==> config.mk <==
export PLATFORM = sky130hd
export DESIGN_NAME = fb_scan_ctrl_flat
export DESIGN_NICKNAME = d
export VERILOG_FILES = /design/src/rtl/fb_pkg.sv /design/src/rtl/fb_scan_ctrl_if.sv /design/src/rtl/fb_div.sv /design/src/rtl/fb_scan_ctrl.sv /design/src/flat_wrapper.sv
export SDC_FILE = /design/constraint.sdc
export NUM_CORES = 1
export LEC_CHECK = 0
export BUFFER_PORTS_ARGS = -buffer_cell sky130_fd_sc_hd__buf_4
export CAP_MARGIN = 20
export CORE_MARGIN = 10
export CORE_UTILIZATION = 62
export CTS_CLUSTER_SIZE = 25
export DETAILED_ROUTE_END_ITERATION = 16
export PLACE_DENSITY = 0.9
export SETUP_SLACK_MARGIN = 0.2
export SYNTH_ARGS = -nofsm -noshare
export SYNTH_HDL_FRONTEND = slang
export SYNTH_HIERARCHICAL = 1
export SYNTH_SLANG_ARGS = --single-unit
==> constraint.sdc <==
create_clock -name clk_pixel -period 7.78 [get_ports clk_pixel]
set_input_delay 0.389 -clock clk_pixel [delete_from_list [all_inputs] [get_ports clk_pixel]]
set_output_delay 0.389 -clock clk_pixel [all_outputs]
set_load 0.05 [all_outputs]
==> src/rtl/fb_pkg.sv <==
// fb_pkg: shared constants, geometry record and FSM states for the framebuffer scan controller
package fb_pkg;
  localparam int OUT_W = 1280;
  localparam int OUT_H = 720;
  localparam int OVL_W = 256;
  localparam int OVL_H = 224;
  typedef struct packed {
    logic [10:0] w;
    logic [9:0]  h;
    logic [10:0] ws;
    logic [10:0] xstart;
    logic [10:0] xstop;
  } fb_geom_t;
  typedef enum logic [1:0] {IDLE, MUL, DIV, APPLY} geom_state_t;
  function automatic int fb_awidth(input int width, input int height);
    return $clog2(width * height);
  endfunction
endpackage

==> src/rtl/fb_scan_ctrl_if.sv <==
// fb_scan_ctrl_if: raster/geometry inputs and framebuffer read-side outputs of fb_scan_ctrl
interface fb_scan_ctrl_if #(
  parameter int WIDTH = 320,
  parameter int HEIGHT = 240
);
  localparam int AW = fb_pkg::fb_awidth(WIDTH, HEIGHT);
  logic [10:0] cx;
  logic [9:0] cy;
  logic [10:0] src_w;
  logic [9:0] src_h;
  logic overlay;
  logic [AW-1:0] fb_addr;
  logic [$clog2(WIDTH)-1:0] src_x;
  logic [$clog2(HEIGHT)-1:0] src_y;
  logic active;
  logic pix_valid;
  logic geom_busy;
  modport master(
    output cx, cy, src_w, src_h, overlay,
    input fb_addr, src_x, src_y, active, pix_valid, geom_busy
  );
  modport slave(
    input cx, cy, src_w, src_h, overlay,
    output fb_addr, src_x, src_y, active, pix_valid, geom_busy
  );
endinterface

==> src/rtl/fb_div.sv <==
// fb_div: sequential unsigned restoring divider, one quotient bit per cycle, first bit on the start cycle
module fb_div (
  input  logic        clk,
  input  logic        rst,
  input  logic        start,
  input  logic [20:0] dividend,
  input  logic [9:0]  divisor,
  output logic        busy,
  output logic        done,
  output logic [20:0] quotient
);
  logic [9:0] rem, d, r_in, d_in, r_n;
  logic [20:0] q_in, q_n;
  logic [10:0] t;
  logic [4:0] cnt;
  logic ge;
  always_comb begin
    r_in = start ? '0 : rem;
    q_in = start ? dividend : quotient;
    d_in = start ? divisor : d;
    t = {r_in, q_in[20]};
    ge = t >= {1'b0, d_in};
    r_n = ge ? 10'(t - {1'b0, d_in}) : t[9:0];
    q_n = {q_in[19:0], ge};
  end
  always_ff @(posedge clk) begin
    if (rst) begin
      busy <= 1'b0;
      done <= 1'b0;
      cnt <= '0;
    end else begin
      done <= busy && cnt == 5'd20;
      busy <= start || (busy && cnt != 5'd20);
      if (start || busy) begin
        rem <= r_n;
        quotient <= q_n;
        cnt <= start ? 5'd1 : cnt + 5'd1;
      end
      if (start) d <= divisor;
    end
  end
endmodule

==> src/rtl/fb_scan_ctrl.sv <==
// fb_scan_ctrl: maps HDMI raster position to framebuffer read address with per-frame scaled geometry
module fb_scan_ctrl
  import fb_pkg::*;
#(
  parameter int WIDTH = 320,
  parameter int HEIGHT = 240
) (
  input logic clk_pixel,
  input logic reset,
  fb_scan_ctrl_if.slave bus
);
  localparam int XW = $clog2(WIDTH);
  localparam int YW = $clog2(HEIGHT);
  localparam int AW = fb_awidth(WIDTH, HEIGHT);
  localparam int WS0 = WIDTH * OUT_H / HEIGHT;
  localparam int XS0 = (OUT_W - WS0) / 2;
  localparam fb_geom_t GEOM0 = '{w: 11'(WIDTH), h: 10'(HEIGHT), ws: 11'(WS0), xstart: 11'(XS0), xstop: 11'(XS0 + WS0)};
  geom_state_t state;
  fb_geom_t g;
  logic [10:0] pw, sw, ws_n, xs_n, xcnt, ycnt, xsum, ysum, nxc, nyc;
  logic [9:0] ph, sh;
  logic [20:0] prod, quo;
  logic [XW-1:0] nx;
  logic [YW-1:0] ny;
  logic bad, latch, div_busy, div_done, in_win, row_tick, act_n;
  assign sw = bus.overlay ? 11'(OVL_W) : bus.src_w;
  assign sh = bus.overlay ? 10'(OVL_H) : bus.src_h;
  assign bad = sw == '0 || sh == '0 || sw > 11'(WIDTH) || sh > 10'(HEIGHT);
  assign latch = bus.cx == '0 && bus.cy == 10'(OUT_H);
  assign prod = 21'(pw) * 21'(OUT_H);
  assign ws_n = quo > 21'(OUT_W) ? 11'(OUT_W) : quo[10:0];
  assign xs_n = (11'(OUT_W) - ws_n) >> 1;
  fb_div u_div (
    .clk(clk_pixel),
    .rst(reset),
    .start(state == MUL),
    .dividend(prod),
    .divisor(ph),
    .busy(div_busy),
    .done(div_done),
    .quotient(quo)
  );
  always_ff @(posedge clk_pixel) begin
    if (reset) begin
      state <= IDLE;
      g <= GEOM0;
      pw <= 11'(WIDTH);
      ph <= 10'(HEIGHT);
      bus.geom_busy <= 1'b0;
    end else begin
      case (state)
        IDLE: if (latch) begin
          pw <= bad ? 11'(WIDTH) : sw;
          ph <= bad ? 10'(HEIGHT) : sh;
          state <= MUL;
          bus.geom_busy <= 1'b1;
        end
        MUL: state <= DIV;
        DIV: if (div_done && !div_busy) state <= APPLY;
        default: begin
          g <= '{w: pw, h: ph, ws: ws_n, xstart: xs_n, xstop: xs_n + ws_n};
          state <= IDLE;
          bus.geom_busy <= 1'b0;
        end
      endcase
    end
  end
  // Fractional-step accumulators: h source pixels spread over OUT_H output pixels
  always_comb begin
    in_win = bus.cx >= g.xstart && bus.cx < g.xstop && g.ws != '0;
    row_tick = bus.cx == '0 && bus.cy != '0 && bus.cy < 10'(OUT_H);
    act_n = in_win && bus.cy < 10'(OUT_H);
    xsum = xcnt + 11'(g.h);
    ysum = ycnt + 11'(g.h);
    nxc = bus.cx == '0 ? '0 : !in_win ? xcnt : xsum >= 11'(OUT_H) ? xsum - 11'(OUT_H) : xsum;
    nx = bus.cx == '0 ? '0 :
         in_win && xsum >= 11'(OUT_H) && 11'(bus.src_x) < g.w - 11'd1 ? bus.src_x + XW'(1) : bus.src_x;
    nyc = bus.cx == '0 && bus.cy == '0 ? '0 : !row_tick ? ycnt : ysum >= 11'(OUT_H) ? ysum - 11'(OUT_H) : ysum;
    ny = bus.cx == '0 && bus.cy == '0 ? '0 :
         row_tick && ysum >= 11'(OUT_H) && 10'(bus.src_y) < g.h - 10'd1 ? bus.src_y + YW'(1) : bus.src_y;
  end
  always_ff @(posedge clk_pixel) begin
    if (reset) begin
      xcnt <= '0;
      ycnt <= '0;
      bus.src_x <= '0;
      bus.src_y <= '0;
      bus.fb_addr <= '0;
      bus.active <= 1'b0;
      bus.pix_valid <= 1'b0;
    end else begin
      xcnt <= nxc;
      ycnt <= nyc;
      bus.src_x <= nx;
      bus.src_y <= ny;
      bus.active <= act_n;
      bus.pix_valid <= bus.active;
      if (act_n) bus.fb_addr <= AW'(32'(ny) * WIDTH + 32'(nx));
    end
  end
endmodule

==> src/flat_wrapper.sv <==
// flat-port wrapper written by rule: the top's interface ports become plain ports
module fb_scan_ctrl_flat import fb_pkg::*;
#(
  parameter int WIDTH = 320,
  parameter int HEIGHT = 240
)
  (clk_pixel, reset, bus_cx, bus_cy, bus_src_w, bus_src_h, bus_overlay, bus_fb_addr, bus_src_x, bus_src_y, bus_active, bus_pix_valid, bus_geom_busy);
  fb_scan_ctrl_if #(.WIDTH(WIDTH), .HEIGHT(HEIGHT)) bus_i ();
  input logic clk_pixel;
  input logic reset;
  input wire logic [$bits(bus_i.cx)-1:0] bus_cx;
  input wire logic [$bits(bus_i.cy)-1:0] bus_cy;
  input wire logic [$bits(bus_i.src_w)-1:0] bus_src_w;
  input wire logic [$bits(bus_i.src_h)-1:0] bus_src_h;
  input wire logic [$bits(bus_i.overlay)-1:0] bus_overlay;
  output wire logic [$bits(bus_i.fb_addr)-1:0] bus_fb_addr;
  output wire logic [$bits(bus_i.src_x)-1:0] bus_src_x;
  output wire logic [$bits(bus_i.src_y)-1:0] bus_src_y;
  output wire logic [$bits(bus_i.active)-1:0] bus_active;
  output wire logic [$bits(bus_i.pix_valid)-1:0] bus_pix_valid;
  output wire logic [$bits(bus_i.geom_busy)-1:0] bus_geom_busy;
  assign bus_i.cx = bus_cx;
  assign bus_i.cy = bus_cy;
  assign bus_i.src_w = bus_src_w;
  assign bus_i.src_h = bus_src_h;
  assign bus_i.overlay = bus_overlay;
  assign bus_fb_addr = bus_i.fb_addr;
  assign bus_src_x = bus_i.src_x;
  assign bus_src_y = bus_i.src_y;
  assign bus_active = bus_i.active;
  assign bus_pix_valid = bus_i.pix_valid;
  assign bus_geom_busy = bus_i.geom_busy;
  fb_scan_ctrl #(.WIDTH(WIDTH), .HEIGHT(HEIGHT)) u_core (.clk_pixel(clk_pixel), .reset(reset), .bus(bus_i));
endmodule
Yosys cells after proc, flatten, opt, wreduce, memory -nomap -nowiden
Cells that the tools add are included.

operators by class
  multiply operators = 2
  muxes and demuxes = 21
  reduce and logical (&&, ||, !) cells = 35
  eq/ne operators = 7
  add/subtract/negate cells = 13
  bitwise operators = 2
  order comparisons = 11

operators by type and width
  cell                                                                     number
  11-bit two-way mux                                                       5
  10-bit two-way mux                                                       5
  11-bit by 10-bit adder with 11-bit output                                2
  11-bit by 10-bit >= comparator with 1-bit output                         2
  11-bit by 10-bit >= comparator with 1-bit output, second input constant  2
  11-bit logical NOT                                                       2
  11-bit by 10-bit subtractor with 11-bit output, second input constant    2
  21-bit by 11-bit > comparator with 1-bit output, second input constant   1
  21-bit two-way mux                                                       1
  10-bit logical NOT                                                       2
  9-bit two-way mux                                                        2
  17-bit by 9-bit adder with 17-bit output                                 1
  11-bit by 6-bit multiplier with 17-bit output, second input constant     1
  8-bit two-way mux                                                        2
  1-bit logical AND                                                        14
  10-bit by 11-bit adder with 11-bit output                                1
  11-bit by 9-bit > comparator with 1-bit output, second input constant    1
  11-bit < comparator                                                      1
  9-bit by 11-bit < comparator with 1-bit output                           1
  8-bit by 3-bit multiplier with 11-bit output, second input constant      1
  11-bit nonzero test                                                      1
  11-bit by 1-bit subtractor with 11-bit output, second input constant     1
  11-bit subtractor, first input constant                                  1
  10-bit == test, second input constant                                    1
  26 further kinds                                                         38

storage, ports and cells
  word-level logic and storage cells = 114
  output and inout bits = 37
  register bits = 183

Longest topological paths before layout
Gate-level depths: netlist of run 1.

  depth after elaboration = 9
  mapped depth = 29
  depth with buffers taken out = 28

Hierarchy
The synthesis of run 1 kept the hierarchy.

modules (own cells, without submodules)
  module        area an instance (sq um)  instances  cells an instance
  fb_scan_ctrl  10,003.3                  1          1,192
  fb_div        2,643.8                   1          204

Worst setup path after synthesis of run 1
Ideal clock, no wire load.

  path kind = register to register
  from = reg u_core.pw[3]
  to = reg u_core.u_div.rem[8], data pin
  required time = 7.520 ns
  stages on the path, launching flop included = 25
  setup time = 0.260 ns
  slack = 2.233 ns
  data arrival time = 5.288 ns
  cells stage by stage = dfxtp_1 -> ha_1 -> fa_1 -> inv_1 -> fa_1 -> inv_1 -> ha_1 -> nor2b_1 -> o21ai_0 -> a21boi_0 -> o21ai_0 -> a21boi_0 -> o21ai_0 -> a21oi_1 -> o41ai_1 -> xnor2_1 -> mux2i_1 -> ha_1 -> inv_1 -> fa_1 -> a211oi_1 -> nor2_1 -> o41ai_1 -> xnor2_1 -> mux2_2

on the way
  cells in the longest elaborated chain, start to end = 4
  elaborated cells between the ends (all ways) = 5

ends and longest elaborated chain
  what                                                                                   line                        text
  start: declaration                                                                     fb_scan_ctrl.sv:20          logic [10:0] pw, sw, ws_n, xs_n, xcnt, ycnt, xsum, ysum, nxc, nyc;
  start signal: assignment                                                               fb_scan_ctrl.sv:47          pw <= 11'(WIDTH);
  start signal: assignment                                                               fb_scan_ctrl.sv:53          pw <= bad ? 11'(WIDTH) : sw;
  11-bit by 6-bit multiplier with 17-bit output (*)                                      fb_scan_ctrl.sv:30          assign prod = 21'(pw) * 21'(OUT_H);
  named net u_core.prod[20]                                                              fb_scan_ctrl.sv:22          logic [20:0] prod, quo;
  21-bit two-way mux (*)                                                                 fb_div.sv:19                q_in = start ? dividend : quotient;
  10-bit subtractor or 11-bit by 10-bit >= comparator with 1-bit output (tied branches)  fb_div.sv:23, fb_div.sv:22
  10-bit two-way mux (*)                                                                 fb_div.sv:23                r_n = ge ? 10'(t - {1'b0, d_in}) : t[9:0];
  named net u_core.u_div.r_n[8]                                                          fb_div.sv:12                logic [9:0] rem, d, r_in, d_in, r_n;
  end signal: assignment                                                                 fb_div.sv:35                rem <= r_n;
  end: declaration                                                                       fb_div.sv:12

Mark *: on every way through the listed nets, which the timed path passes. The rest lies on a longest branch.
A chain may end at the register's enable or synchronous reset.

Worst setup path in the final report of run 1
  from = reg u_core.pw[1]
  to = reg u_core.u_div.rem[8], data pin

Same word-level chain as after synthesis.

==> flow_summary.json, run 1 <==
{
  "status": "completed",
  "wl_met3_mm": 1.919,
  "fin_crit_sh_pct": 81.44,
  "async_flop_share_pct": 0,
  "grt_max_degree": 87,
  "holdPathEnd": "u_core/ph[4]",
  "yosysWarnings": 6,
  "seqCellArea_um2": 4014,
  "worstPathArrival_ns": 6.52,
  "min-delay-start": "bus_overlay",
  "grt_pass1_vias": 10460,
  "syn_inst": 1396,
  "dpl.cell_count": 1708,
  "avgSynthCellArea_um2": 9.060,
  "vias": 10680,
  "cts_tree": "yes",
  "wl_met2_mm": 14.90,
  "clock_path_buffers": 2,
  "fp.dieArea_um2": 26510,
  "core-area_um2": 20170,
  "gp_congestion": 0.9118,
  "root_buffer": "clkbuf_16",
  "setup_tns_ns": 0,
  "top_layer_used": "met4",
  "r2r_start": "u_core/pw[1]",
  "nets": 1654,
  "slew_headroom_pct": 39.66,
  "postCtsSetupBuffers": 0,
  "post-route-drc-count": 0,
  "hold_class": "input pin to flop",
  "r2r_end": "u_core/u_div/rem[8]",
  "synth_top_family_by_area": "simple AND/OR/NAND/NOR gates",
  "post_cts_resized": 0,
  "portBuffers": 81,
  "end_kind": "flop",
  "fmax_mhz": 157.8,
  "synthMuxAreaShare_pct": 7.380,
  "diodes": 0,
  "synthSimpleGateAreaFrac_pct": 17.53,
  "path_clk_slew_ns": 0.07,
  "synth_compound_area_share_pct": 16.21,
  "grt_setup_unrepaired": "no",
  "stdcell_area_um2": 13980,
  "ant_nets": 0,
  "holdPathStages": 2,
  "dr.pass1.iters": 5,
  "crit_path_max_fanout": 5,
  "synth.cell_area_um2": 12650,
  "ir_worst_vdd_mv": 0.1786,
  "synth_xor_area_share_pct": 5.679,
  "ys_seq_area_share_pct": 31.74,
  "maxSlewViolCount": 0,
  "finish.utilization_pct": 69.31,
  "die_y_um": 162.8,
  "synth_cell_types": 84,
  "cts_buffers": 17,
  "worst_slew_pin_slew_ns": 0.9025,
  "synth_fa_ha_area_share_pct": 16.28,
  "areaGrowthSynthToFinish_pct": 10.53,
  "holdBufCountCts": 0,
  "drt_wl_total_mm": 31.33,
  "place_area_um2": 13450,
  "multi_input_area_um2": 8001,
  "crit_type": "flop to flop",
  "vias_per_cell": 6.137,
  "reg2reg_setup_slack_ns": 1.44,
  "drv_cap": 0,
  "drive_gt1_share_pct": 13.13,
  "final_common_cell": "nor2_1",
  "setup_viol": 0,
  "instances_no_fill": 1740,
  "rows": 52,
  "crit_required_ns": 7.97,
  "rr_worst_depth": 24,
  "wl_met1_mm": 13.72,
  "clk_latency_ns": 0.44,
  "most-common-layout-cells": "148 x nor2_1, 139 x dfxtp_1, 129 x ha_1",
  "hold_violations": 0,
  "power_density_nw_per_um2": 164.2,
  "grt_pass1_wl_mm": 50.93,
  "wire_per_inst_um": 18.01,
  "antenna_found_initial": 0,
  "cp-start-kind": "flop",
  "htreeDepth": 4,
  "fin_crit_ns": 6.336,
  "ys_seq_elements": 180,
  "grt_use_total_pct": 23.06,
  "drt_iter0_drc": 866,
  "grt_overflow": 0,
  "skew_ns": 0.01226,
  "die_x_um": 162.8,
  "p_leak_nw": 5.938,
  "num-fill-cells": 1470,
  "io-pin-count": 82,
  "synth-edff-count": 41,
  "cts.sink_count": 180,
  "initial_core_util_pct": 62.70,
  "dpl.hpwl_mm": 23.05,
  "synth-main-ff-cell": "dfxtp_1"
}
## metrics by stage
step | worst slack, ns | hold WS, ns | power [mW]
after floorplan | 2.233 | 0.4453 | 1.390
after global placement | 1.809 | 0.4375 | 1.488
after detailed placement | 1.607 | 0.4453 | 1.503
after CTS | 1.575 | 0.1618 | 2.286
after global routing | 1.156 | 0.1561 | 2.384
final | 1.444 | 0.1724 | 2.295
## cell families (layout without fill, tap and decap cells)
logic type,Yosys count,in the layout
other cells,1,4
flops,180,180
simple gates,437,437
xor+xnor,82,82
buf+inv,166,237
fa+ha+maj,152,152
compound gates,289,289
mux,89,89
## cells in the mapped netlist, types with 10 or more instances
library cell	n	area (um^2)
dfxtp_1	139	2783
nor4_1	15	93.84
nand2_1	64	240.2
xnor2_1	56	490.5
mux2_2	31	349.1
fa_1	21	420.4
or2_2	10	62.56
o21ai_0	38	190.2
a211oi_1	26	195.2
xor2_1	26	227.7
nand4_1	10	62.56
a211o_1	18	157.7
o211ai_1	13	97.59
inv_1	118	442.9
nand2b_1	23	143.9
mux2i_1	57	570.6
nor3_1	36	180.2
nor2b_1	23	143.9
nand3_1	30	150.1
and2_1	14	87.58
buf_1	11	41.29
a21o_1	14	105.1
a22oi_1	14	105.1
clkbuf_1	31	116.4
o21a_1	16	120.1
and3_1	14	87.58
nor2_1	149	559.3
edfxtp_1	41	1231
ha_1	131	1639
a21oi_1	67	335.3
## how the worst max path moves through the flow
| stage | from | endpoint | slack (ns) | cells past startpoint |
|---|---|---|---|---|
| 2_1_floorplan | u_core/pw[3] | u_core/u_div/rem[8] | 2.23 | 24 |
| 6_report | u_core/pw[1] | u_core/u_div/rem[8] | 1.44 | 24 |
| 3_3_place_gp | u_core/pw[1] | u_core/u_div/rem[8] | 1.81 | 24 |
| 5_1_grt | u_core/pw[1] | u_core/u_div/rem[8] | 1.16 | 24 |
| 4_1_cts | u_core/pw[1] | u_core/u_div/rem[8] | 1.58 | 24 |
| 3_5_place_dp | u_core/pw[1] | u_core/u_div/rem[8] | 1.61 | 24 |
## critical path: stages, from the launching register on
cell      delay, ns
dfxtp_1        0.42
ha_1           0.30
fa_1           0.54
inv_1          0.05
fa_1           0.53
inv_1          0.04
ha_1           0.32
nor2b_1        0.16
o21ai_0        0.27
a21boi_0       0.17
o21ai_0        0.23
a21boi_0       0.16
o21ai_0        0.22
a21oi_1        0.12
o41ai_1        0.37
xnor2_1        0.12
mux2i_1        0.29
ha_1           0.22
inv_1          0.05
fa_1           0.41
a211oi_1       0.33
nor2_1         0.11
o41ai_1        0.31
xnor2_1        0.10
mux2_2         0.26
## where the power goes
part | switching [mW] | leakage (nW) | internal, mW
registers | 0.0212 | 1.50 | 0.978
logic | 0.307 | 4.18 | 0.194
clock network | 0.377 | 0.254 | 0.418
## layer usage
layer / vias up / GRT usage, %
li1: 5113 / -
met1: 5135 / 28.86
met2: 353 / 38.36
met3: 78 / 5.561
met4: 0 / 7.295
met5: - / 0
## state kept, by name, summed over array words and instances (netlist names)
register	flops
u_core/u_div/quotient	21
u_core/ycnt	11
u_core/state	2
u_core/u_div/rem	10
u_core/u_div/cnt	5
u_core/xcnt	11
u_core/bus.fb_addr	17
u_core/u_div/busy	1
u_core/ph	10
u_core/u_div/done	1
u_core/bus.src_x	9
u_core/bus.geom_busy	1
u_core/u_div/d	10
u_core/g	50
u_core/bus.active	1
u_core/bus.pix_valid	1
u_core/pw	11
u_core/bus.src_y	8
## cell type report
type,count,share of cell area (%)
clock buffers,21,3.222
well taps,270,2.417
inverters,118,3.169
multi-input cells,1053,57.24
repair buffers,87,4.672
clock inverters,11,0.5639
flip-flops and latches,180,28.71
(Power assumes the default switching activity.)
==> inputs of run 2 (changes only) <==
CORE_UTILIZATION = 56   (was 62)
PLACE_DENSITY = 0.86   (was 0.9)
clock period = 5.32 ns   (was 7.78 ns; I/O delays follow)
==> flow_summary.json, run 2 (synthesis gave the netlist of run 1 again) <==
{
  "status": "complete, but fails checks",
  "failed_checks": "setup timing",
  "top_regs": "u_core/g (50), u_core/u_div/quotient (21), u_core/bus.fb_addr (17)",
  "diodes": 0,
  "fin_ws_ns": -0.4326,
  "nets": 1821,
  "io-pin-count": 82,
  "slowest_stage": "fa_2",
  "post-route-drc-count": 0,
  "grt_max_degree": 64,
  "cpMostUsedCell": "ha_4",
  "antenna_found_initial": 0,
  "dpl.cell_count": 1775,
  "cts_tree": "yes",
  "root_buffer": "clkbuf_16",
  "worst_slew_pin_slew_ns": 1.059,
  "crit_type": "flop to flop",
  "place_area_um2": 13910,
  "p_leak_nw": 6.964,
  "core-area_um2": 22030,
  "r2r_start": "u_core/pw[6]",
  "gp_congestion": 0.9134,
  "grt_overflow": 0,
  "clock_path_buffers": 2,
  "power_mw": 3.701,
  "grt_pass1_wl_mm": 59.71,
  "endpoint": "u_core/u_div/rem[8]",
  "fin_crit_ns": 5.753,
  "wire_per_inst_um": 22.54,
  "largest_reg_flops": 50,
  "die_x_um": 170.3,
  "grt_setup_unrepaired": "yes",
  "cts_buffers": 17,
  "fmax_mhz": 173.8,
  "vias_per_cell": 6.445,
  "crit_required_ns": 5.52,
  "hold_violations": 0,
  "end_kind": "flop",
  "crit_path_max_fanout": 3,
  "most-common-layout-cells": "184 x buf_4, 141 x nor2_1, 128 x dfxtp_1",
  "initial_core_util_pct": 57.42,
  "drt_wl_total_mm": 43.20,
  "drv_cap": 0,
  "maxSlewViolCount": 0,
  "htreeDepth": 4,
  "vias": 12360,
  "rr_worst_depth": 23,
  "path_clk_slew_ns": 0.07,
  "setup_tns_ns": -3.136,
  "fin_crit_sh_pct": 108.1,
  "r2r_end": "u_core/u_div/rem[8]",
  "ir_worst_vdd_mv": 0.2357,
  "largest-register": "u_core/g",
  "clk_latency_ns": 0.44,
  "critPathLaunch": "u_core/pw[6]",
  "rows": 54,
  "drive_gt1_share_pct": 29.26,
  "slew_headroom_pct": 29.39,
  "final_common_cell": "buf_4",
  "reg2reg_setup_slack_ns": -0.43,
  "instances_no_fill": 1917,
  "stdcell_area_um2": 16340,
  "grt_use_total_pct": 25.50,
  "grt_pass1_vias": 11750,
  "setup_viol": 15,
  "skew_ns": 0.009301,
  "hold_class": "input pin to flop",
  "cp-start-kind": "flop",
  "holdBufCountCts": 0,
  "power_density_nw_per_um2": 226.5,
  "max_stage_delay_ns": 0.65,
  "fp.dieArea_um2": 29000,
  "die_y_um": 170.3,
  "cts.sink_count": 180,
  "worstPathArrival_ns": 5.95,
  "dr.pass1.iters": 6,
  "portBuffers": 81,
  "dpl.hpwl_mm": 23.82,
  "drt_iter0_drc": 1282,
  "areaGrowthSynthToFinish_pct": 29.17,
  "ant_nets": 0,
  "crit_chain": "buf_4 > ha_4 > inv_2 > fa_1 > inv_1 > fa_2 > ha_4 > a21boi_2 > o21ai_2 > a21boi_2 > o21ai_2 > a21oi_2 > o41ai_2 > xnor2_1 > mux2i_2 > ha_4 > inv_2 > fa_2 > a211oi_2 > nor2_1 > o41ai_2 > xnor2_1 > mux2_2"
}
[run 2: cell types whose count changed in the layout (fill, tap and decap cells not counted), moves of 8 or more]
cell     change
ha_4        +18
ha_1        -23
buf_4       +97
inv_1       -14
mux2_2       -8
a21oi_1      -8
inv_2       +12
buf_6       +69
mux2_4       +8
dfxtp_1     -11
[run 2: worst min-delay path by stage]
| stage | from | end | depth (start not counted) |
|---|---|---|---|
| after detailed placement | u_core/bus.fb_addr[0] | u_core/bus.fb_addr[0] | 2 |
| final | bus_overlay | u_core/ph[4] | 2 |
| after floorplan | bus_overlay | u_core/ph[4] | 1 |
| after global routing | bus_overlay | u_core/ph[4] | 2 |
| after global placement | u_core/bus.fb_addr[2] | u_core/bus.fb_addr[2] | 2 |
| after CTS | bus_overlay | u_core/ph[4] | 2 |
[run 2: report_power, final]
group	total, mW	switching (mW)	internal (mW)
logic	0.852	0.502	0.350
clock network	1.39	0.580	0.807
registers	1.46	0.0342	1.43
[run 2: routing by layer]
metal,global-route usage [%],vias to the layer above,part of all wire [%]
met4,13.96,0,6.7
met5,0,-,0
met1,29.73,5890,37
met2,43.14,789,47
met3,5.206,220,8.8
li1,-,5456,-
[run 2: through the flow]
stage | util (%) | hold slack, ns | setup WS (ns)
finish | 74.17 | 0.04273 | -0.4326
global route | 74.17 | 0.04486 | -0.5311
CTS | 70.15 | 0.03427 | -0.1966
detailed placement | 63.16 | 0.4499 | -0.3400
global placement | 63.16 | 0.4389 | -0.08448
floorplan | - | 0.3680 | 0.1721
[run 2: layout make-up]
class / count / area [um^2]
fillers: 1368 / 5689
inverters: 118 / 447.9
flip-flops and latches: 180 / 4038
multi-input cells: 1054 / 8697
repair buffers: 253 / 2158
clock buffers: 24 / 535.5
clock inverters: 8 / 110.1
well taps: 280 / 350.3
[run 2: what timing repair did]
| item | in CTS | in global routing |
|---|---|---|
| pin swaps | 43 | 67 |
| endpoints found under the hold margin | 0 | 0 |
| resized for setup | 61 | 164 |
| buffers inserted | 85 | 24 |
| cloned | 1 | 0 |
| endpoints found under the setup margin | 16 | 21 |
[run 2: critical path: cells and delay by family, from the launching register on]
family	cells	cell delay, ns
flops	1	0.37
mux	2	0.57
compound gates	8	1.58
buf+inv	4	0.35
xor+xnor	2	0.23
simple gates	1	0.11
fa+ha+maj	6	2.30
==> inputs of run 3 (changes only) <==
CORE_UTILIZATION = 62   (was 56)
PLACE_DENSITY = 0.9   (was 0.86)
clock period = 5.4 ns   (was 5.32 ns; I/O delays follow)
==> flow_summary.json, run 3 (synthesis gave the netlist of run 1 again) <==
{
  "status": "complete, but fails checks",
  "failed_checks": "setup timing",
  "fin_crit_sh_pct": 101.3,
  "die_x_um": 162.8,
  "grt_overflow": 0,
  "finish.utilization_pct": 75.27,
  "p_leak_nw": 6.396,
  "cts_tree": "yes",
  "dr.pass1.iters": 7,
  "most-common-layout-cells": "161 x buf_4, 145 x nor2_1, 126 x dfxtp_1",
  "die_y_um": 162.8,
  "cts.sink_count": 180,
  "path_clk_slew_ns": 0.07,
  "hold_violations": 0,
  "drv_cap": 0,
  "crit_required_ns": 5.61,
  "dpl.cell_count": 1753,
  "htreeDepth": 4,
  "end_kind": "flop",
  "largest-register": "u_core/g",
  "p_seq_share_pct": 40.9,
  "max_stage_delay_ns": 0.58,
  "cts_buffers": 17,
  "gp_congestion": 0.9215,
  "ant_nets": 0,
  "grt_use_total_pct": 25.31,
  "root_buffer": "clkbuf_16",
  "top_regs": "u_core/g (50), u_core/u_div/quotient (21), u_core/bus.fb_addr (17)",
  "p_clk_share_pct": 35.4,
  "fp.dieArea_um2": 26510,
  "worst_slew_pin_slew_ns": 1.018,
  "p_switching_mw": 1.123,
  "crit_type": "flop to flop",
  "fmax_mhz": 182.7,
  "power_density_nw_per_um2": 232.2,
  "diodes": 0,
  "drt_wl_total_mm": 37.80,
  "stdcell_area_um2": 15180,
  "fin_ws_ns": -0.07261,
  "slowest_stage": "fa_1",
  "final_common_cell": "buf_4",
  "largest_reg_flops": 50,
  "drive_gt1_share_pct": 24.22,
  "post-route-drc-count": 0,
  "dpl.hpwl_mm": 24.01,
  "holdPathStages": 2,
  "grt_pass1_wl_mm": 55.32,
  "drt_iter0_drc": 1206,
  "place_ws_ns": -0.2765,
  "grt_pass1_vias": 11210,
  "maxSlewViolCount": 0,
  "ir_worst_vdd_mv": 0.2465,
  "rows": 52,
  "holdBufCountCts": 0,
  "io-pin-count": 82,
  "internal-power_mw": 2.402,
  "pwr-share-comb_pct": 23.7,
  "vias": 11670,
  "initial_core_util_pct": 62.70,
  "clk_latency_ns": 0.46,
  "hold_class": "input pin to flop",
  "areaGrowthSynthToFinish_pct": 20.03,
  "vias_per_cell": 6.420,
  "num-fill-cells": 1235,
  "slew_headroom_pct": 30.39,
  "cp-start-kind": "flop",
  "core-area_um2": 20170,
  "clock_path_buffers": 2,
  "setup_viol": 3,
  "crit_path_max_fanout": 2,
  "grt_max_degree": 63,
  "switching_share_pct": 31.85,
  "antenna_found_initial": 0,
  "portBuffers": 81,
  "place_area_um2": 13810,
  "rr_worst_depth": 25,
  "wire_per_inst_um": 20.79,
  "nets": 1732,
  "worstPathArrival_ns": 5.68,
  "grt_setup_unrepaired": "yes",
  "skew_ns": 0.01432,
  "instances_no_fill": 1818,
  "power_mw": 3.525,
  "fin_crit_ns": 5.473
}
[run 3: cell types whose count changed in the layout (fill, tap and decap cells not counted), moves of 3 or more]
cell	change
inv_1	+4
buf_6	-65
a21oi_4	-3
buf_4	-23
nor2_1	+4
mux2_2	+6
nor2_4	-3
mux2_4	-6
clkinvlp_4	+3
a21oi_2	+3
inv_2	-4
[run 3: area by class of cell]
cell class                 count  area (um^2)  share of cell area [%]
clock inverter                13        125.1                  0.8242
multi-input combinational   1053         8522                   56.14
tap                          270        337.8                   2.225
sequential                   180         4040                   26.61
clock buffer                  19        454.2                   2.992
timing repair buffer         165         1254                   8.258
inverter                     118        447.9                   2.951
[run 3: path summary, 6_finish.rpt]
kind,start,to,slack (ns)
worst max-delay path,u_core/pw[1],u_core/u_div/rem[8],-0.07
worst min-delay path,bus_overlay,u_core/ph[4],0.03
worst max register to register,u_core/pw[1],u_core/u_div/rem[8],-0.07
worst min register to register,u_core/bus.fb_addr[0],u_core/bus.fb_addr[0],0.46
[run 3: per-layer routing]
| metal | global-route usage [%] | part of all wire, % |
|---|---|---|
| met1 | 31.16 | 39 |
| met2 | 42.29 | 48 |
| met3 | 4.348 | 8.1 |
| met4 | 11.80 | 4.8 |
| met5 | 0 | 0 |
[run 3: what timing repair did]
action,in CTS,in global routing
hold endpoints to repair,0,0
cloned,0,0
setup endpoints to repair,14,17
setup buffers,16,17
pin swaps,47,70
gates resized for setup,54,70
[run 3: stage by stage]
step           hold slack [ns]  setup TNS, ns
6_report               0.03054        -0.1435
5_1_grt                0.04187         -1.176
2_1_floorplan           0.3720              0
3_3_place_gp            0.4377       -0.07489
4_1_cts                0.03068        -0.3151
3_5_place_dp            0.4506        -0.6951
[run 3: power by group through the flow]
stage	registers (mW)	clock network [mW]	logic (mW)
5_1_grt	1.45	1.29	0.882
3_5_place_dp	1.47	0	0.727
4_1_cts	1.44	1.24	0.766
6_report	1.44	1.25	0.835
3_3_place_gp	1.47	0	0.700
2_1_floorplan	1.50	0	0.500
[run 3: worst max-delay path: cells and delay by family, from the launching register on]
kind	cells	cell delay, ns
AO/OA/AOI/OAI	9	1.54
XOR/XNOR	2	0.25
adder cells (fa/ha/maj)	6	2.11
buffers and inverters	4	0.31
flip-flops	1	0.34
multiplexers	2	0.47
AND/OR/NAND/NOR	2	0.22
